--- config.mk ---
export PLATFORM = sky130hd
export DESIGN_NAME = uart_baud_gen_frac
export DESIGN_NICKNAME = d
export VERILOG_FILES = /design/src/rtl/uart_baud_gen_frac.sv
export SDC_FILE = /design/constraint.sdc
export NUM_CORES = 1
export LEC_CHECK = 0
export CAP_MARGIN = 20
export CORE_ASPECT_RATIO = 1.2
export CORE_UTILIZATION = 63
export DETAILED_ROUTE_END_ITERATION = 10
export DONT_BUFFER_PORTS = 1
export PLACE_DENSITY = 0.79
export SYNTH_ARGS = -nofsm -noshare
export SYNTH_HDL_FRONTEND = slang
export SYNTH_SLANG_ARGS = --single-unit
--- constraint.sdc ---
create_clock -name clk -period 3.9 [get_ports clk]
set_input_delay 0.39 -clock clk [delete_from_list [all_inputs] [get_ports clk]]
set_output_delay 0.39 -clock clk [all_outputs]
set_load 0.02 [all_outputs]
--- src/rtl/uart_baud_gen_frac.sv ---
// rtl/uart_baud_gen_frac.sv - fractional-N UART baud generator with oversample tick, bit tick and baud clock
module uart_baud_gen_frac #(
    parameter int DIV_W        = 16,
    parameter int FRAC_W       = 4,
    parameter int OVERSAMPLE   = 16,
    parameter int RST_DIV_INT  = 54,
    parameter int RST_DIV_FRAC = 4
) (
    input  logic              clk,
    input  logic              rst,
    input  logic              en,
    input  logic              cfg_valid,
    output logic              cfg_ready,
    input  logic [DIV_W-1:0]  cfg_div_int,
    input  logic [FRAC_W-1:0] cfg_div_frac,
    output logic              tick_os,
    output logic              baud_tick,
    output logic              clk_baud
);

    localparam int OS_W = (OVERSAMPLE > 2) ? $clog2(OVERSAMPLE) : 1;
    localparam logic [OS_W-1:0] OS_LAST = OS_W'(OVERSAMPLE - 1);
    localparam logic [OS_W-1:0] OS_HALF = OS_W'(OVERSAMPLE / 2 - 1);

    logic [DIV_W:0]    cnt;
    logic [DIV_W:0]    d_eff;
    logic [DIV_W:0]    period;
    logic [DIV_W-1:0]  act_int;
    logic [DIV_W-1:0]  sh_int;
    logic [FRAC_W-1:0] act_frac;
    logic [FRAC_W-1:0] sh_frac;
    logic [FRAC_W-1:0] acc;
    logic [FRAC_W:0]   sum;
    logic              carry;
    logic [OS_W-1:0]   os_cnt;
    logic              pending;
    logic              applied;
    logic              wrap;
    logic              os_last;
    logic              accept;

    // Divisors below 2 would give a zero or one cycle period; clamp them.
    assign d_eff   = (act_int < DIV_W'(2)) ? (DIV_W + 1)'(2) : {1'b0, act_int};
    assign period  = d_eff + {{DIV_W{1'b0}}, carry};
    assign wrap    = (cnt == period);
    assign os_last = (os_cnt == OS_LAST);
    assign sum     = {1'b0, acc} + {1'b0, act_frac};
    assign accept  = cfg_valid && cfg_ready;
    assign cfg_ready = ~(pending | applied);

    always_ff @(posedge clk) begin
        if (rst) begin
            cnt       <= '0;
            acc       <= '0;
            carry     <= 1'b0;
            os_cnt    <= '0;
            tick_os   <= 1'b0;
            baud_tick <= 1'b0;
            clk_baud  <= 1'b0;
            pending   <= 1'b0;
            applied   <= 1'b0;
            sh_int    <= '0;
            sh_frac   <= '0;
            act_int   <= DIV_W'(RST_DIV_INT);
            act_frac  <= FRAC_W'(RST_DIV_FRAC);
        end else begin
            applied <= 1'b0;
            if (accept) begin
                sh_int  <= cfg_div_int;
                sh_frac <= cfg_div_frac;
                pending <= 1'b1;
            end
            if (!en) begin
                cnt       <= '0;
                acc       <= '0;
                carry     <= 1'b0;
                os_cnt    <= '0;
                tick_os   <= 1'b0;
                baud_tick <= 1'b0;
                clk_baud  <= 1'b0;
                if (pending) begin
                    act_int  <= sh_int;
                    act_frac <= sh_frac;
                    pending  <= 1'b0;
                    applied  <= 1'b1;
                end
            end else begin
                tick_os   <= wrap;
                baud_tick <= wrap && os_last;
                if (wrap) begin
                    // The tick edge is already the first cycle of the next period.
                    cnt   <= (DIV_W + 1)'(1);
                    acc   <= sum[FRAC_W-1:0];
                    carry <= sum[FRAC_W];
                    if (os_last) begin
                        os_cnt   <= '0;
                        clk_baud <= 1'b0;
                    end else begin
                        os_cnt <= os_cnt + OS_W'(1);
                        if (os_cnt == OS_HALF) begin
                            clk_baud <= 1'b1;
                        end
                    end
                    // Swap divisors only on a bit boundary so no bit is stretched mid-way.
                    if (os_last && pending) begin
                        act_int  <= sh_int;
                        act_frac <= sh_frac;
                        acc      <= '0;
                        carry    <= 1'b0;
                        pending  <= 1'b0;
                        applied  <= 1'b1;
                    end
                end else begin
                    cnt <= cnt + (DIV_W + 1)'(1);
                end
            end
        end
    end

endmodule
# Yosys cells after proc, flatten, opt, wreduce, memory -nomap -nowiden
# Index checks and enable logic that the tools add are counted.
# word_totals
reg_bits	71
elab_cells	60
latchBits	0
ramBits	0
n_memories	0
output_inout_bits	4
mem_bits_ro	0
input_bits	24
# classes
div	0
n_mux	24
n_mul	0
add_sub_neg	4
reduce_logical	9
n_eq_ne	5
n_lt_le_gt_ge	1
bitwise	3
shifts	0
# op_table
op	n
2-to-1 mux 16 bit	5
2-to-1 mux 4 bit	6
adder 16 x 1 -> 17 bit	1
adder 17 x 1 -> 17 bit, second input constant	1
== test 17 bit	1
less-than comparator 16 x 2 -> 1 bit, second input constant	1
2-to-1 mux 1 bit	13
adder 4 x 4 -> 5 bit	1
adder 4 x 1 -> 4 bit, second input constant	1
== test 4 x 3 -> 1 bit, second input constant	1
== test 4 bit, second input constant	1
!= test 2 x 1 -> 1 bit, second input constant	2
nonzero test 2 bit	2
logical AND 1 bit	3
AND reduction 3 bit	1
OR reduction 3 bit	1
inverter 1 bit	2
AND reduction 2 bit	1
OR reduction 2 bit	1
OR 1 bit	1

# Logic depth before layout (Yosys ltp)
# Gate-level depths: netlist of the first run.
# depth
ltp_word	7
mapped_depth	14
mapped_depth_nobuf	12

# Worst setup path after synthesis of the first run
# Ideal clock, no wire load.
# synth_path
path_kind	flip-flop to flip-flop
from	reg act_int[9]
to	reg act_frac[0]
stages_incl_launch_ff	15
path_buffers	2
t_arrival_ns	3.210
path_slack_ns	0.619
setup_time_ns	0.072
required_ns	3.828
cell_sequence	dfxtp_1 clkbuf_1 nor4_1 nand4_1 and2_1 ha_1 ha_1 nand2_1 or4_1 or4bb_1 a32oi_1 nand3_2 o32ai_4 buf_6 mux2i_1
# synth_between
elab_chain_len	6
# synth_lines
item	line_no	source
start, declared	28	logic [DIV_W-1:0] act_int;
start signal, assigned	64	act_int <= DIV_W'(RST_DIV_INT);
start signal, assigned	82	act_int <= sh_int;
start signal, assigned	106	act_int <= sh_int;
less-than comparator 16 x 2 -> 1 bit	43	assign d_eff = (act_int < DIV_W'(2)) ? (DIV_W + 1)'(2) : {1'b0, act_int};
2-to-1 mux 16 bit (*)	43	
adder 16 x 1 -> 17 bit (*)	44	assign period = d_eff + {{DIV_W{1'b0}}, carry};
== test 17 bit (*)	45	assign wrap = (cnt == period);
!= test 2 x 1 -> 1 bit (no line) (*)	n/a	
AND reduction 3 bit (no line) (*)	n/a	
end signal, assigned	65	act_frac <= FRAC_W'(RST_DIV_FRAC);
end signal, assigned	83	act_frac <= sh_frac;
end signal, assigned	107	act_frac <= sh_frac;
end, declared	30	logic [FRAC_W-1:0] act_frac;
# Every way passes the cells marked *; elsewhere a longest branch is shown, timed or not.
# A chain may end at the register's enable or synchronous reset.

# Worst setup path after layout of the first run
# layout_path
from	reg act_int[12]
to	reg clk_baud
# layout_between
elab_chain_len	5
# layout_lines
item	line_no	source
less-than comparator 16 x 2 -> 1 bit	43	
2-to-1 mux 16 bit (*)	43	
adder 16 x 1 -> 17 bit (*)	44	
== test 17 bit (*)	45	
AND reduction 2 bit (no line) (*)	n/a	
end signal, assigned	59	clk_baud <= 1'b0;
end signal, assigned	80	clk_baud <= 1'b0;
end signal, assigned	97	clk_baud <= 1'b0;
end, declared	18	output logic clk_baud
# Marked as above.

==> flow_metrics.tcl, run 1 <==
set metrics [dict create \
    status "finished, final reports clean" \
    cp_cell_sequence "nor3_1, nand4_1, and2_1, ha_1, ha_1, nand2_2, or4_1, or4bb_1, a32oi_2, nand3_4, buf_4, or4_1, a21oi_1" \
    r2r_slack_ns 0.24 \
    max_slew.worst_pin.slew_ns 0.637 \
    root_buffer "clkbuf_8" \
    rr_worst_depth 13 \
    antenna_left 0 \
    ys_warn_count 0 \
    die_area_sq_um 6050 \
    met1_length_mm 3.35 \
    path_clk_slew_ns 0.08 \
    p_leak_uw 0.00135 \
    rsz0062_at_grt "false" \
    setup_violations 0 \
    cap_violations 0 \
    stdcell_count 489 \
    layout-drive-gt1-share_pct 8.43 \
    drt-initial-drc-count 178 \
    port_buffers 0 \
    hold_viol 0 \
    grt_pass1_wl_mm 12.2 \
    fin_crit_sh_pct 93.8 \
    n_antenna_cell 0 \
    final.min_clock_period_ns 3.66 \
    cpPeakStageDelay_ns 0.50 \
    antenna_found_initial 0 \
    wire_per_inst_um 14.3 \
    die_x_um 71.1 \
    slowest_stage "or4bb_1" \
    pwr_density_cell_nw_per_um2 400 \
    critPathTopFamily "simple AND/OR/NAND/NOR gates" \
    cts_hold_buf 0 \
    r2r-end "clk_baud" \
    top_layer "met4" \
    r2r-start "act_int[12]" \
    cts_buffer_depth 2 \
    cts.sinks 71 \
    dp_hpwl_mm 4.73 \
    setup_tns_ns 0 \
    gp_congestion 0.896 \
    hold_path_depth 1 \
    synthFlopType "dfxtp_1" \
    nets 455 \
    synthDistinctLibCells 48 \
    cp_max_fo 9 \
    drt_first_pass_iters 6 \
    fin_skew_ns 0.0126 \
    wl_met2_mm 3.15 \
    syn-cell-area_sq_um 3610 \
    via_count 2875 \
    cp-start-kind "flip-flop" \
    grt_pass1_vias 2685 \
    vdd_drop_max_mv 0.337 \
    min_from "rst" \
    areaGrowthSynthToFinish_pct 8.38 \
    end_kind "flip-flop" \
    synth_cells 430 \
    seq_area_frac_synth_pct 39.3 \
    timing.slew.headroom_pct 56.9 \
    synth-edff-count 0 \
    routed_wl_mm 6.98 \
    syn_avg_cell_area_sq_um 8.41 \
    cts_tree "built" \
    grt_usage_pct 25.7 \
    dieHeight_um 85.0 \
    fin_hold_ws_ns 0.103 \
    clock.fmax_mhz 273 \
    worstPathRequired_ns 4.19 \
    cts_buffers 9 \
    top_level_ports 28 \
    rows 29 \
    ys_ff_latch 71 \
    drcViolationCount 0 \
    syn-num-nets 463 \
    critical_path_buf_inv_count 1 \
    whs_endpoint "applied" \
    crit_type "flip-flop to flip-flop" \
    start_util_pct 66.9 \
    drv_slew 0 \
    wl_met3_um 269 \
    dp.cells 473 \
    grt_max_degree 65 \
    hold_path.class "input port to flip-flop" \
    async_reset_ff_share_pct 0 \
    grt_overflow 0 \
    coreArea_sq_um 5410 \
    crit_arrival_ns 3.95 \
    viasPerCell 5.88 \
    htree_levels 3 \
    clkLatencyLatePin_ns 0.36 \
]
timing repair:
| item | CTS | global route |
|---|---|---|
| endpoints found under the setup margin | 0 | 25 |
| gates resized for setup | 0 | 5 |
| setup buffers | 0 | 0 |
worst register-to-register path, stage by stage (launching register included):
cell	delay [ns]
dfxtp_1	0.37
nor3_1	0.31
nand4_1	0.16
and2_1	0.19
ha_1	0.20
ha_1	0.27
nand2_2	0.14
or4_1	0.13
or4bb_1	0.50
a32oi_2	0.32
nand3_4	0.16
buf_4	0.23
or4_1	0.46
a21oi_1	0.14
worst max-delay path by stage:
stage | startpoint | to | slack (ns) | cells past startpoint
2_1_floorplan | act_int[9] | act_frac[0] | 0.62 | 14
3_3_place_gp | act_int[3] | clk_baud | 0.30 | 13
3_5_place_dp | act_int[7] | clk_baud | 0.20 | 13
4_1_cts | act_int[7] | clk_baud | 0.10 | 13
5_1_grt | act_int[7] | os_cnt[0] | 0.02 | 13
6_report | act_int[12] | clk_baud | 0.24 | 13
power by group:
| group | switching, uW | internal [uW] |
|---|---|---|
| logic | 53.3 | 40.7 |
| registers | 18.2 | 747 |
| clock network | 285 | 425 |
| total | 356 | 1210 |
layout make-up:
type,count,area (sq um)
clock buffer,9,124
clock inverter,7,119
fill,414,1490
inverter,9,33.8
multi-input combinational,323,2070
sequential,71,1420
tap,62,77.6
timing repair buffer,8,72.6
stage by stage:
step | instance area (sq um) | power (uW) | util, % | worst slack [ns]
2_1_floorplan | 3610 | 862 | - | 0.619
3_3_place_gp | 3640 | 869 | 67.4 | 0.301
3_5_place_dp | 3640 | 873 | 67.4 | 0.198
4_1_cts | 3890 | 1580 | 71.9 | 0.101
5_1_grt | 3920 | 1620 | 72.5 | 0.0220
6_report | 3920 | 1570 | 72.5 | 0.242
sequential cells by signal (all words and copies together), names as in the netlist:
signal     count
applied        1
sh_frac        4
act_int       16
acc            4
pending        1
carry          1
act_frac       4
baud_tick      1
os_cnt         4
clk_baud       1
sh_int        16
cnt           17
tick_os        1
kinds of logic (layout without fill, tap and decap cells):
logic type	after synthesis	count (layout)	synth area share (%)
AND/OR/NAND/NOR	194	194	27.4
flip-flops	71	71	39.3
AO/OA/AOI/OAI	66	66	11.9
buffers and inverters	36	33	4.26
XOR/XNOR	34	34	8.24
multiplexers	20	20	5.54
adder cells (fa/ha/maj)	9	9	3.32
cell usage in the layout (no fill, tap or decap), drive strengths merged, types with 5 or more instances in the layout:
cell type,count
and3,9
dfxtp,71
ha,8
mux2i,20
or4,7
clkbuf,9
nand2,56
buf,8
o21ai,12
nand4,9
xnor2,17
nand3,19
nand2b,33
inv,10
nor2,34
nor2b,5
a21oi,31
xor2,17
nor3,5
nor4,6
per-layer routing:
metal  vias up  track usage (%)
met5         -                0
met4         0             14.4
met3        18             6.29
met2        69             38.7
met1      1322             33.7
li1       1466                -
cells in the mapped netlist (3+ instances only):
| master | count | share of area, % |
|---|---|---|
| nand2b_1 | 33 | 5.7 |
| xnor2_1 | 17 | 4.1 |
| buf_2 | 3 | 0.42 |
| o31ai_1 | 3 | 0.62 |
| nor2_1 | 34 | 3.5 |
| nand2_1 | 56 | 5.8 |
| xor2_1 | 17 | 4.1 |
| or4_1 | 7 | 1.5 |
| dfxtp_1 | 71 | 39 |
| nor4_1 | 6 | 1.0 |
| and3_1 | 9 | 1.6 |
| ha_1 | 8 | 2.8 |
| o21ai_0 | 10 | 1.4 |
| nand4_1 | 9 | 1.6 |
| mux2i_1 | 20 | 5.5 |
| and2_1 | 3 | 0.52 |
| o21a_1 | 3 | 0.62 |
| nor3_1 | 5 | 0.69 |
| clkbuf_1 | 22 | 2.3 |
| inv_1 | 9 | 0.93 |
| nand3_1 | 17 | 2.4 |
| nor2b_1 | 5 | 0.87 |
| a21oi_1 | 31 | 4.3 |
Power figures use the tool's default switching activity.
==> run 2: changes to the inputs <==
--- a/config.mk
+++ b/config.mk
@@ -5,9 +5,10 @@
 export SDC_FILE = /design/constraint.sdc
 export NUM_CORES = 1
 export LEC_CHECK = 0
+export ABC_AREA = 1
 export CAP_MARGIN = 20
-export CORE_ASPECT_RATIO = 1.2
 export CORE_UTILIZATION = 63
+export CTS_CLUSTER_DIAMETER = 60
 export DETAILED_ROUTE_END_ITERATION = 10
 export DONT_BUFFER_PORTS = 1
 export PLACE_DENSITY = 0.79
==> flow_metrics.tcl, run 2 <==
set metrics [dict create \
    final_cell_mix "108 x nand2_1, 98 x nor2_1, 71 x dfxtp_1" \
    hold_viol 0 \
    async_reset_ff_share_pct 0 \
    max_slew.worst_pin.slew_ns 1.00 \
    grt_pass1_vias 3191 \
    wl_met2_mm 3.77 \
    cts_buffers 9 \
    synth.largest_area_cell "dfxtp_1" \
    pwr_density_cell_nw_per_um2 383 \
    worstPathRequired_ns 4.13 \
    top_register "cnt" \
    p_leak_uw 0.00183 \
    syn_avg_cell_area_sq_um 6.81 \
    port_buffers 0 \
    clock.fmax_mhz 309 \
    synthDistinctLibCells 34 \
    finalPower_uw 1530 \
    end_kind "flip-flop" \
    cts_hold_buf 0 \
    drt_first_pass_iters 4 \
    crit_arrival_ns 3.48 \
    r2r_slack_ns 0.66 \
    drcViolationCount 0 \
    wire_per_inst_um 13.0 \
    cts_buffer_depth 2 \
    vdd_drop_max_mv 0.297 \
    die_x_um 79.6 \
    ys_ff_latch 71 \
    coreArea_sq_um 5640 \
    seq_area_frac_synth_pct 37.5 \
    reg_top3 "cnt (17), act_int (16), sh_int (16)" \
    wl_met3_um 365 \
    ctsResizeCount 0 \
    synth_area_leaders "dfxtp_1 38%, nand2_1 11%, nor2_1 9.7%" \
    final.min_clock_period_ns 3.24 \
    gp_congestion 0.951 \
    top_level_ports 28 \
    grt_max_degree 41 \
    crit_path_start "act_int[8]" \
    antenna_found_initial 0 \
    htree_levels 3 \
    synthFlopType "dfxtp_1" \
    root_buffer "clkbuf_8" \
    crit_type "flip-flop to flip-flop" \
    via_count 3347 \
    final_common_cell "nand2_1" \
    status "finished, final reports clean" \
    routed_wl_mm 8.16 \
    ys_warn_count 0 \
    grt_usage_pct 28.8 \
    cp-start-kind "flip-flop" \
    path_clk_slew_ns 0.08 \
    synth-edff-count 0 \
    clkLatencyLatePin_ns 0.36 \
    syn-cell-area_sq_um 3790 \
    grt_pass1_wl_mm 14.0 \
    cp_max_fo 18 \
    synth_cells 556 \
    crit_top_cell "nand2_1" \
    min_from "rst" \
    antenna_left 0 \
    areaGrowthSynthToFinish_pct 5.65 \
    nets 583 \
    slowest_stage "dfxtp_1" \
    cts.sinks 71 \
    dp_hpwl_mm 6.16 \
    layout-drive-gt1-share_pct 11.0 \
    fin_hold_ws_ns 0.104 \
    viasPerCell 5.34 \
    cap_violations 0 \
    cp_cell_sequence "nor4_1, nand2_1, nor3_1, nor2_1, ha_1, ha_1, inv_1, nand2_1, nand2_1, nor2_1, nand2_1, nor2_1, nand3_1, nor2_1, nand2_1, nor2_4, nand2_2, nand2_2, o22ai_1" \
    synthTopCellsByCount "108 x nand2_1, 98 x nor2_1, 71 x dfxtp_1" \
    fin_skew_ns 0.0101 \
    fin_crit_sh_pct 83.1 \
    rows 27 \
    cts_setup_buffers 0 \
    drv_slew 0 \
    rsz0062_at_grt "false" \
    hold_path.class "input port to flip-flop" \
    drt-initial-drc-count 251 \
    met1_length_mm 3.81 \
    setup_violations 0 \
    start_util_pct 67.2 \
    syn-num-nets 589 \
    timing.slew.headroom_pct 33.2 \
    setup_tns_ns 0 \
    r2r-start "act_int[8]" \
    yosysMostFrequentCell "nand2_1" \
    largest_reg_flops 17 \
    die_area_sq_um 6330 \
    top_layer "met4" \
    dieHeight_um 79.6 \
    cpPeakStageDelay_ns 0.40 \
    n_antenna_cell 0 \
    cts_tree "built" \
    grt_overflow 0 \
    synth_top_area_share_pct 37.5 \
]
-- run 2: cell count changes after synthesis, moves of 21 or more --
cell	delta
nand2b_1	-33
inv_1	+50
nor2_1	+64
nand2_1	+52
a21oi_1	-21
nand3_1	+49
-- run 2: critical path, delay by kind of cell (launching register included) --
family          cells  cell delay [ns]
flops               1             0.40
fa+ha+maj           2             0.55
simple gates       15             1.98
compound gates      1             0.12
buf+inv             1             0.05
-- run 2: report_power, final --
group	leakage (uW)	switching, uW	internal, uW	total, uW
logic	0.00115	87.0	48.8	136
registers	0.000580	32.2	757	789
clock network	0.0000989	292	315	607
-- run 2: cell type report --
| cell class | count | area [sq um] |
|---|---|---|
| multi-input combinational | 402 | 2030 |
| clock buffer | 10 | 138 |
| tap | 72 | 90.1 |
| sequential | 71 | 1420 |
| clock inverter | 6 | 67.6 |
| fill | 503 | 1640 |
| timing repair buffer | 2 | 15.0 |
| inverter | 64 | 241 |
-- run 2: cells by family after synthesis --
logic type | after synthesis | synth area share [%]
AND/OR/NAND/NOR | 335 | 41.1
buffers and inverters | 83 | 8.92
AO/OA/AOI/OAI | 44 | 6.11
XOR/XNOR | 14 | 3.24
flip-flops | 71 | 37.5
adder cells (fa/ha/maj) | 9 | 3.17
-- run 2: metal layers --
metal  track usage [%]  vias to the layer above
met5                 0                        -
met4              13.8                        0
met3              5.37                       20
met2              47.5                       72
met1              36.0                     1498
li1                  -                     1757
-- run 2: worst paths after layout --
path,cells after the start,end
hold / removal,1,pending
setup / recovery,19,os_cnt[0]
setup reg to reg,19,os_cnt[0]
hold reg to reg,2,acc[0]
-- run 2: through the flow --
stage               area, sq um  util (%)  std cells  setup WS (ns)
floorplan                  3790         -        556           1.18
global placement           3800      67.3        611          0.701
detailed placement         3800      67.3        611          0.679
CTS                        4000      70.9        627          0.670
global route               4000      70.9        627          0.260
finish                     4000      70.9        627          0.660
==> RTL edit: new RTL, config.mk and constraints of run 1 <==
Register the inputs `cfg_valid`, `cfg_div_int` and `cfg_div_frac` before use, with the module's reset. The logic sees them one clock later. The other inputs are not delayed to match.
--- a/src/rtl/uart_baud_gen_frac.sv
+++ b/src/rtl/uart_baud_gen_frac.sv
@@ -23,4 +23,20 @@
     localparam logic [OS_W-1:0] OS_HALF = OS_W'(OVERSAMPLE / 2 - 1);
 
+    logic cfg_valid_q;
+    logic [DIV_W-1:0] cfg_div_int_q;
+    logic [FRAC_W-1:0] cfg_div_frac_q;
+
+    always_ff @(posedge clk) begin
+        if (rst) begin
+            cfg_valid_q    <= '0;
+            cfg_div_int_q  <= '0;
+            cfg_div_frac_q <= '0;
+        end else begin
+            cfg_valid_q    <= cfg_valid;
+            cfg_div_int_q  <= cfg_div_int;
+            cfg_div_frac_q <= cfg_div_frac;
+        end
+    end
+
     logic [DIV_W:0]    cnt;
     logic [DIV_W:0]    d_eff;
@@ -46,5 +62,5 @@
     assign os_last = (os_cnt == OS_LAST);
     assign sum     = {1'b0, acc} + {1'b0, act_frac};
-    assign accept  = cfg_valid && cfg_ready;
+    assign accept  = cfg_valid_q && cfg_ready;
     assign cfg_ready = ~(pending | applied);
 
@@ -67,6 +83,6 @@
             applied <= 1'b0;
             if (accept) begin
-                sh_int  <= cfg_div_int;
-                sh_frac <= cfg_div_frac;
+                sh_int  <= cfg_div_int_q;
+                sh_frac <= cfg_div_frac_q;
                 pending <= 1'b1;
             end
Behaviour: not the same (Yosys sat finds a counterexample within 4 cycles, from zero or initial values and one cycle with rst high).
==> RTL edit against run 1 <==
  * Utilization down 3.0 points
  * Critical path type unchanged
  * Synthesized area grew 23%
  * Sequential cell count up 21
  * Cell area rose by 21%
  * Combinational power grew 0.5%
  * Setup slack worse by 0.025 ns
  * Global-route usage rose by 0.59 points
  * Critical path depth stayed put
  * Wire length is 33% higher
  * Power increased by 12%
==> RTL edit: results (changes against run 1) <==
[outcome]
run_status=finished clean  ; unchanged

[route]
routed_wl_um=9270  ; was 6980 um
vias=3624  ; was 2875
drtPass1Iterations=5  ; was 6

[finish]
nets=545  ; was 455
drive_gt1_share_pct=8.90  ; was 8.43%
fin_util_pct=69.4  ; was 72.5%

[sta]
fin_ws_ns=0.217  ; was 0.242 ns

[synthesis]
yosysUniqueCellTypes=56  ; was 48
synthTopCellsByCount=dfxtp_1, nand2_1, a21oi_1  ; was dfxtp_1, nand2_1, nor2_1
synth_mux_area_share_pct=0.480  ; was 5.54%
synth-compound-area-share_pct=15.6  ; was 11.9%
synth_xor_area_share_pct=6.91  ; was 8.24%
synth_fa_ha_area_share_pct=2.71  ; was 3.32%
netlist_top_cells_area=dfxtp_1, a21oi_1, nand2_1, nor2b_1, xnor2_1  ; was dfxtp_1, nand2_1, nand2b_1, mux2i_1, a21oi_1

[power]
sw_frac_of_total_pct=24.6  ; was 22.7%
vdd_drop_max_mv=0.320  ; was 0.337 mV
leakagePower_uw=0.00166  ; was 0.00135 uW

[placement]
dp.final_hpwl_um=6460  ; was 4730 um
placed_area_um2=4500  ; was 3640 um^2

[worst_setup_path]
cp_slowest_stage_delay_ns=0.64  ; was 0.50 ns
crit_slowest_cell=or4_4  ; was or4bb_1

[global_route]
grt_pass1_wl_um=15200  ; was 12200 um
grt_max_degree=66  ; was 65
first_global_vias=3276  ; was 2685

-- RTL edit: cell count changes in the layout (fill, tap and decap cells not counted), moves of 9 or more --
cell	before	now
dfxtp_1	71	91
nor2b_1	5	29
nand3b_1	0	17
buf_4	7	16
a221o_1	0	15
nand2b_1	33	12
inv_1	9	18
a21oi_1	31	49
mux2i_1	20	1
-- RTL edit: metal layers --
layer	global-route usage [%]	vias to the layer above	routed length [um]
li1	-	1806	-
met1	32.2	1722	4190
met4	10.3	0	195
met2	45.8	78	4560
met3	4.08	18	328
met5	0	-	0
-- RTL edit: worst paths after layout --
path	start	end	cells past startpoint
max	act_int[10]$_SDFFE_PP0P_	act_int[2]$_SDFFE_PP1P_	13
min	rst	sh_frac[2]$_SDFFE_PP0P_	1
min reg2reg	cfg_div_int_q[10]$_SDFF_PP0_	sh_int[10]$_SDFFE_PP0P_	2
max reg2reg	act_int[10]$_SDFFE_PP0P_	act_int[2]$_SDFFE_PP1P_	13
-- RTL edit: power by group through the flow --
| stage | clock network, uW | registers [uW] | logic (uW) |
|---|---|---|---|
| detailed placement | 0 | 1000 | 93.5 |
| floorplan | 0 | 995 | 89.8 |
| finish | 688 | 979 | 94.6 |
| CTS | 696 | 979 | 94.3 |
| global placement | 0 | 1000 | 90.4 |
| global route | 736 | 982 | 105 |
-- RTL edit: layout make-up --
| type | instances | area [um^2] |
|---|---|---|
| multi-input combinational | 375 | 2370 |
| fill | 530 | 2080 |
| sequential | 92 | 1840 |
| clock buffer | 10 | 138 |
| timing repair buffer | 16 | 120 |
| tap | 87 | 109 |
| clock inverter | 6 | 77.6 |
| inverter | 18 | 67.6 |
-- RTL edit: cell families (layout without fill, tap and decap cells) --
| family | Yosys count | after routing |
|---|---|---|
| flops | 92 | 92 |
| xor+xnor | 35 | 35 |
| buf+inv | 59 | 50 |
| compound gates | 102 | 102 |
| fa+ha+maj | 9 | 9 |
| simple gates | 227 | 227 |
| mux | 2 | 2 |
-- RTL edit: stage by stage --
stage                     hold WS (ns)  total power, uW  instances
after floorplan                  0.417             1080        526
after global placement           0.414             1090        588
after detailed placement         0.421             1090        588
after CTS                       0.0644             1770        604
after global routing            0.0737             1820        604
final                           0.0880             1760        604
-- RTL edit: worst register-to-register path, delay by kind of cell, from the launching register on --
| kind | cells | cell delay [ns] |
|---|---|---|
| simple gates | 6 | 1.37 |
| compound gates | 3 | 0.64 |
| flops | 1 | 0.51 |
| fa+ha+maj | 2 | 0.57 |
| buf+inv | 2 | 0.46 |
